`src/rtl/motor_pkg.sv`:
```
// Shared definitions for the remote-command motor controller: command codes,
// H-bridge drive patterns, FSM state encoding and command decode helpers.
package motor_pkg;

    localparam logic [2:0] CMD_STOP  = 3'd0;
    localparam logic [2:0] CMD_FWD   = 3'd1;
    localparam logic [2:0] CMD_BWD   = 3'd2;
    localparam logic [2:0] CMD_LEFT  = 3'd3;
    localparam logic [2:0] CMD_RIGHT = 3'd4;

    // {L_IN1, L_IN2, R_IN1, R_IN2}
    localparam logic [3:0] PAT_STOP  = 4'b0000;
    localparam logic [3:0] PAT_FWD   = 4'b1010;
    localparam logic [3:0] PAT_BWD   = 4'b0101;
    localparam logic [3:0] PAT_LEFT  = 4'b0110;
    localparam logic [3:0] PAT_RIGHT = 4'b1001;

    typedef enum logic [1:0] {
        RUN       = 2'd0,
        RAMP_DOWN = 2'd1,
        DEAD      = 2'd2
    } state_t;

    // Codes 5..7 are not commands and must leave the controller untouched.
    function automatic logic cmd_known(input logic [2:0] c);
        return (c <= CMD_RIGHT);
    endfunction

    function automatic logic [3:0] cmd_pattern(input logic [2:0] c);
        case (c)
            CMD_FWD:   return PAT_FWD;
            CMD_BWD:   return PAT_BWD;
            CMD_LEFT:  return PAT_LEFT;
            CMD_RIGHT: return PAT_RIGHT;
            default:   return PAT_STOP;
        endcase
    endfunction

endpackage

```
`src/rtl/motor_cmd_ctrl_pwm_gen.sv`:
```
// PWM generator: counter running 0 .. 2^PWM_W-2 (period 2^PWM_W-1) compared
// against duty, so duty 0 is constant low and duty 2^PWM_W-1 constant high.
module pwm_gen #(
    parameter int PWM_W = 8
) (
    input  logic             clk,
    input  logic             rst_n,
    input  logic [PWM_W-1:0] duty,
    output logic             pwm
);

    localparam logic [PWM_W-1:0] CNT_MAX = {{(PWM_W-1){1'b1}}, 1'b0};

    logic [PWM_W-1:0] cnt;

    // Free-running period counter, wrapping one short of all-ones.
    always_ff @(posedge clk or negedge rst_n) begin
        if (!rst_n)
            cnt <= '0;
        else if (cnt == CNT_MAX)
            cnt <= '0;
        else
            cnt <= cnt + 1'b1;
    end

    assign pwm = (cnt < duty);

endmodule

```
`src/rtl/motor_cmd_ctrl.sv`:
```
// Remote-command motor controller: decodes 3-bit commands into H-bridge
// patterns, ramps the PWM duty, and inserts a ramp-down plus dead time before
// any direction change. Optional command watchdog: define CMD_WATCHDOG_EN.
module motor_cmd_ctrl
    import motor_pkg::*;
#(
    parameter int PWM_W     = 8,
    parameter int RAMP_DIV  = 50000,
    parameter int RAMP_STEP = 4,
    parameter int DEAD_CYC  = 1000,
    parameter int WDOG_CYC  = 25_000_000
) (
    input  logic             clk,
    input  logic             rst_n,
    input  logic [2:0]       cmd,
    input  logic             cmd_valid,
    input  logic [PWM_W-1:0] speed,
    output logic [3:0]       motor,
    output logic [1:0]       pwm,
    output logic             busy,
    output logic             wdog_trip
);

    localparam int DIV_W  = (RAMP_DIV > 1) ? $clog2(RAMP_DIV) : 1;
    localparam int DEAD_W = (DEAD_CYC > 1) ? $clog2(DEAD_CYC) : 1;
    localparam logic [PWM_W:0] STEP_X = (PWM_W+1)'(RAMP_STEP);

    state_t            state;
    logic [3:0]        pending;
    logic [3:0]        active;
    logic [3:0]        pend_nxt;
    logic [PWM_W-1:0]  duty;
    logic [PWM_W-1:0]  target;
    logic [DIV_W-1:0]  div_cnt;
    logic [DEAD_W-1:0] dead_cnt;
    logic              tick;
    logic              cmd_ok;
    logic              wdog_fire;
    logic              pwm_bit;

    // One step toward tgt, landing exactly on tgt when closer than a step.
    function automatic logic [PWM_W-1:0] ramp_toward(input logic [PWM_W-1:0] cur,
                                                     input logic [PWM_W-1:0] tgt);
        logic [PWM_W:0] diff;
        if (cur < tgt) begin
            diff = {1'b0, tgt} - {1'b0, cur};
            return (diff > STEP_X) ? cur + STEP_X[PWM_W-1:0] : tgt;
        end else if (cur > tgt) begin
            diff = {1'b0, cur} - {1'b0, tgt};
            return (diff > STEP_X) ? cur - STEP_X[PWM_W-1:0] : tgt;
        end
        return cur;
    endfunction

    assign cmd_ok = cmd_valid && cmd_known(cmd);
    // A command arriving this cycle already counts, so it wins over the
    // stored value at a DEAD exit or a direct load.
    assign pend_nxt = cmd_ok ? cmd_pattern(cmd) : (wdog_fire ? PAT_STOP : pending);

`ifdef CMD_WATCHDOG_EN
    localparam int WD_W = $clog2(WDOG_CYC + 1);
    logic [WD_W-1:0] wdog_cnt;
    logic            wdog_hit;

    assign wdog_hit  = (wdog_cnt == WD_W'(WDOG_CYC - 1));
    assign wdog_fire = !cmd_ok && wdog_hit;

    // Silence counter: any valid command restarts it; expiry requests a stop.
    always_ff @(posedge clk or negedge rst_n) begin
        if (!rst_n) begin
            wdog_cnt  <= '0;
            wdog_trip <= 1'b0;
        end else if (cmd_ok) begin
            wdog_cnt  <= '0;
            wdog_trip <= 1'b0;
        end else if (wdog_hit) begin
            wdog_cnt  <= '0;
            wdog_trip <= 1'b1;
        end else begin
            wdog_cnt  <= wdog_cnt + 1'b1;
            wdog_trip <= 1'b0;
        end
    end
`else
    assign wdog_fire = 1'b0;
    assign wdog_trip = 1'b0;
`endif

    // Pending pattern register: last valid command (or watchdog stop).
    always_ff @(posedge clk or negedge rst_n) begin
        if (!rst_n)
            pending <= PAT_STOP;
        else
            pending <= pend_nxt;
    end

    // Free-running ramp divider producing one tick every RAMP_DIV cycles.
    always_ff @(posedge clk or negedge rst_n) begin
        if (!rst_n)
            div_cnt <= '0;
        else if (tick)
            div_cnt <= '0;
        else
            div_cnt <= div_cnt + 1'b1;
    end

    assign tick = (div_cnt == DIV_W'(RAMP_DIV - 1));

    // Target is the requested speed only while driving a non-stop pattern.
    always_comb begin
        target = '0;
        if (state == RUN && active != PAT_STOP)
            target = speed;
    end

    // Duty moves toward the target one step per ramp tick.
    always_ff @(posedge clk or negedge rst_n) begin
        if (!rst_n)
            duty <= '0;
        else if (tick)
            duty <= ramp_toward(duty, target);
    end

    // Direction FSM: direct load from standstill, otherwise ramp down then dead time.
    always_ff @(posedge clk or negedge rst_n) begin
        if (!rst_n) begin
            state    <= RUN;
            active   <= PAT_STOP;
            motor    <= PAT_STOP;
            dead_cnt <= '0;
        end else begin
            case (state)
                RUN: begin
                    if (pend_nxt != active) begin
                        if (active == PAT_STOP && duty == '0) begin
                            active <= pend_nxt;
                            motor  <= pend_nxt;
                        end else begin
                            state <= RAMP_DOWN;
                        end
                    end
                end
                RAMP_DOWN: begin
                    if (duty == '0) begin
                        state    <= DEAD;
                        motor    <= PAT_STOP;
                        dead_cnt <= '0;
                    end
                end
                DEAD: begin
                    if (dead_cnt == DEAD_W'(DEAD_CYC - 1)) begin
                        state  <= RUN;
                        active <= pend_nxt;
                        motor  <= pend_nxt;
                    end else begin
                        dead_cnt <= dead_cnt + 1'b1;
                    end
                end
                default: state <= RUN;
            endcase
        end
    end

    assign busy = (state != RUN) || (duty != target);

    pwm_gen #(
        .PWM_W (PWM_W)
    ) u_pwm_gen (
        .clk   (clk),
        .rst_n (rst_n),
        .duty  (duty),
        .pwm   (pwm_bit)
    );

    assign pwm = {2{pwm_bit}};

endmodule

```
`config.mk`:
```
export PLATFORM = sky130hd
export DESIGN_NAME = motor_cmd_ctrl
export DESIGN_NICKNAME = d
export VERILOG_FILES = /design/src/rtl/motor_pkg.sv /design/src/rtl/motor_cmd_ctrl_pwm_gen.sv /design/src/rtl/motor_cmd_ctrl.sv
export SDC_FILE = /design/constraint.sdc
export NUM_CORES = 1
export LEC_CHECK = 0
export CAP_MARGIN = 20
export CORE_MARGIN = 10
export CORE_UTILIZATION = 55
export CTS_CLUSTER_SIZE = 16
export DETAILED_ROUTE_END_ITERATION = 6
export PLACE_DENSITY = 0.74
export SETUP_SLACK_MARGIN = 0.05
export SLEW_MARGIN = 10
export SYNTH_ARGS = -nofsm -noshare
export SYNTH_HDL_FRONTEND = slang
export SYNTH_SLANG_ARGS = --single-unit
export TNS_END_PERCENT = 10
```
`constraint.sdc`:
```
create_clock -name clk -period 5.13 [get_ports clk]
set_clock_uncertainty 0.15 [all_clocks]
set_input_delay 1.026 -clock clk [delete_from_list [all_inputs] [get_ports clk]]
set_output_delay 1.026 -clock clk [all_outputs]
set_load 0.02 [all_outputs]
```
==> impl_metrics.yaml <==
worst_hold_path:
  hold_class: "register to register"
  min-delay-start: "div_cnt[0]"
  hold_path_depth: 1
  whs_endpoint: "div_cnt[0]"
sta:
  relSlewSlack_pct: 44.5
  worstMarginPinSlew_ps: 825
  hold_viol: 0
  fin_tns_setup_ps: 0
  setup_violations: 0
  slew_violations: 0
  rsz0062_at_grt: "false"
  period_share_pct: 93.5
  min_period_ps: 4800
  max_freq_mhz: 209
finish:
  antenna_cells: 0
  drive_gt1_share_pct: 5.13
  final_cells: 544
  finish.net_count: 496
  area_growth_pct: 9.29
clock_network:
  cts_setup_buffers: 0
  path_clk_slew_ps: 100
  cts_sinks: 56
  cts-root-buf: "clkbuf_8"
  cts_max_level: 2
  cts_tree: "built"
  insertion_delay_ps: 310
  clockBufferDepth: 2
  cts_made_buffers: 5
routing:
  drc: 0
  drt-pass1-iter-count: 4
  dr_total_vias: 3131
  wl_um: 8180
  drt-initial-drc-count: 168
  viasPerCell: 5.76
  avgRoutedWirePerCell_um: 15.0
  drtAntennaViolNets: 0
yosys:
  synth_edf_count: 0
  async_flop_share_pct: 100
  yosys_most_used_dff: "dfrtp_1"
  ys.warnings.count: 0
  syn_area_per_cell_um2: 9.07
  yosys.area.top_type_share_pct: 35.8
  ys_ff_latch: 56
  netlist_area_um2: 3920
  syn_inst: 432
  synth_area_leaders: "dfrtp_1 (36%), ha_1 (11%), xnor2_1 (4.2%)"
  yosysMostFrequentCell: "dfrtp_1"
  synth_top_area_cell: "dfrtp_1"
  yosysSeqAreaShare_pct: 35.8
  yosysUniqueCellTypes: 59
  synthTopCellsByCount: "dfrtp_1 (56), nor2_1 (41), ha_1 (34)"
  syn_nets: 481
floorplan:
  die_y_um: 104
  dieArea_um2: 10900
  initial_utilization_pct: 57.0
  io_pins: 22
  die_x_um: 104
  core_um2: 6870
  num_rows: 30
worst_setup_path:
  rr_endpoint: "duty[4]"
  crit_path_end_kind: "output port"
  rrSetupSlack_ps: 690
  r2r_start: "active[1]"
  slowest_delay_ps: 590
  cp_common_cell: "inv_1"
  crit_type: "register to output port"
  critPathTopFamily: "simple AND/OR/NAND/NOR gates"
  critPathMaxFanout: 14
  required_ps: 3950
  worstSetupStartpoint: "active[1]"
  crit_path_start_kind: "register"
  rr_worst_depth: 13
  cpMaxStageDelayCell: "nor4_1"
  crit_chain: "nor4_1 > nor3_2 > nand2_1 > inv_1 > ha_1 > nand4_1 > nor2_1 > inv_1 > or3_1 > clkdlybuf4s50_1"
  cp.arrival_ps: 3620
  critPathBufInv: 3
  cp.depth: 10
placed_design:
  placed_cells: 536
  place.gp.congestion: 0.892
  place.detailed.hpwl_um: 6040
  portBuffers: 20
global_routing:
  antenna_found_initial: 0
  track_usage_pct: 14.8
  grt_max_degree: 57
  grt_pass1_wl_um: 13900
  gr-total-overflow: 0
  grt_pass1_vias: 2967
job:
  drv_cap: 0
power:
  total_leakage_power_nw: 2.01
  pwr_density_cell_nw_per_um2: 174
  ir_worst_vdd_mv: 0.142
run_status:
  outcome: "finished clean"
==> repair_timing <==
action	CTS	global route
endpoints found under the setup margin	0	1
gates resized for setup	0	1
hold buffers	0	0
==> worst max-delay path by stage <==
stage	slack (ps)	to
6_report	330	busy
5_1_grt	150	busy
4_1_cts	280	busy
3_5_place_dp	520	busy
3_3_place_gp	520	busy
2_1_floorplan	1310	duty[4]
==> where the power goes <==
part           leakage (nW)  switching (mW)  total [mW]  internal (mW)
registers             0.714         0.00111       0.447          0.445
clock network        0.0516           0.150       0.261          0.111
logic                  1.24          0.0211      0.0366         0.0154
total                  2.01           0.172       0.744          0.572
==> cell usage in the layout (no fill, tap or decap), types with 3 or more instances in the layout <==
cell	netlist	final
ha_1	34	34
a211o_1	4	4
nand3b_1	4	4
and2_1	4	4
dfrtp_1	56	56
a22o_1	5	5
or3_1	5	5
nand4_1	12	12
a32oi_1	3	3
nor3_1	11	10
clkdlybuf4s50_1	0	19
nor4_1	7	7
nand2_1	30	30
clkbuf_8	0	6
nand2b_1	7	7
o31a_1	3	3
o21a_1	9	9
xnor2_1	19	19
o211ai_1	4	4
mux2_2	4	4
nor2b_1	7	7
nand3_1	17	17
xor2_1	16	16
and3_1	9	9
o21ai_0	17	17
a21oi_1	18	18
inv_1	27	27
nor2_1	41	41
a21o_1	9	9
mux2i_1	3	3
==> cell families after synthesis <==
logic type,count (synthesis),synth area share (%)
simple gates,162,21.0
flops,56,35.8
fa+ha+maj,35,11.4
compound gates,95,17.7
buf+inv,41,4.31
other cells,1,0.0957
mux,7,1.92
xor+xnor,35,7.82
==> final cells by class <==
cell class	instances	area, µm²
multi-input cells	335	2350
clock inverters	2	13.8
fillers	593	2590
clock buffers	6	82.6
flip-flops and latches	56	1400
inverters	27	101
repair buffers	22	210
well taps	96	120
==> worst reg2reg max path, delay by kind of cell (launching register included) <==
family,cells,cell delay [ps]
adder cells (fa/ha/maj),1,420
AND/OR/NAND/NOR,6,1760
flip-flops,1,420
buffers and inverters,1,80
AO/OA/AOI/OAI,5,1510
==> flip-flops by register name (all words and copies together), names as in the netlist <==
register       cells
active             4
dead_cnt          10
div_cnt           16
duty               8
motor              4
pending            4
state              2
u_pwm_gen.cnt      8
==> per-layer routing <==
layer,vias up,track usage [%],share of wire (%)
met5,-,0,0
met4,0,4.17,0.87
li1,1567,-,-
met3,7,3.04,5.0
met2,67,23.6,47
met1,1490,19.5,47
==> per-stage QoR <==
step                      instance area (µm²)  total power, mW  setup WS, ps  hold WS, ps  utilization, %
after floorplan                          3920            0.470          1310          283               -
after global placement                   4180            0.493           520          296            60.9
after detailed placement                 4180            0.493           524          301            60.9
after CTS                                4280            0.754           282          320            62.3
after global routing                     4280            0.772           153          354            62.3
final                                    4280            0.744           335          318            62.3
Power figures use the tool's default switching activity.
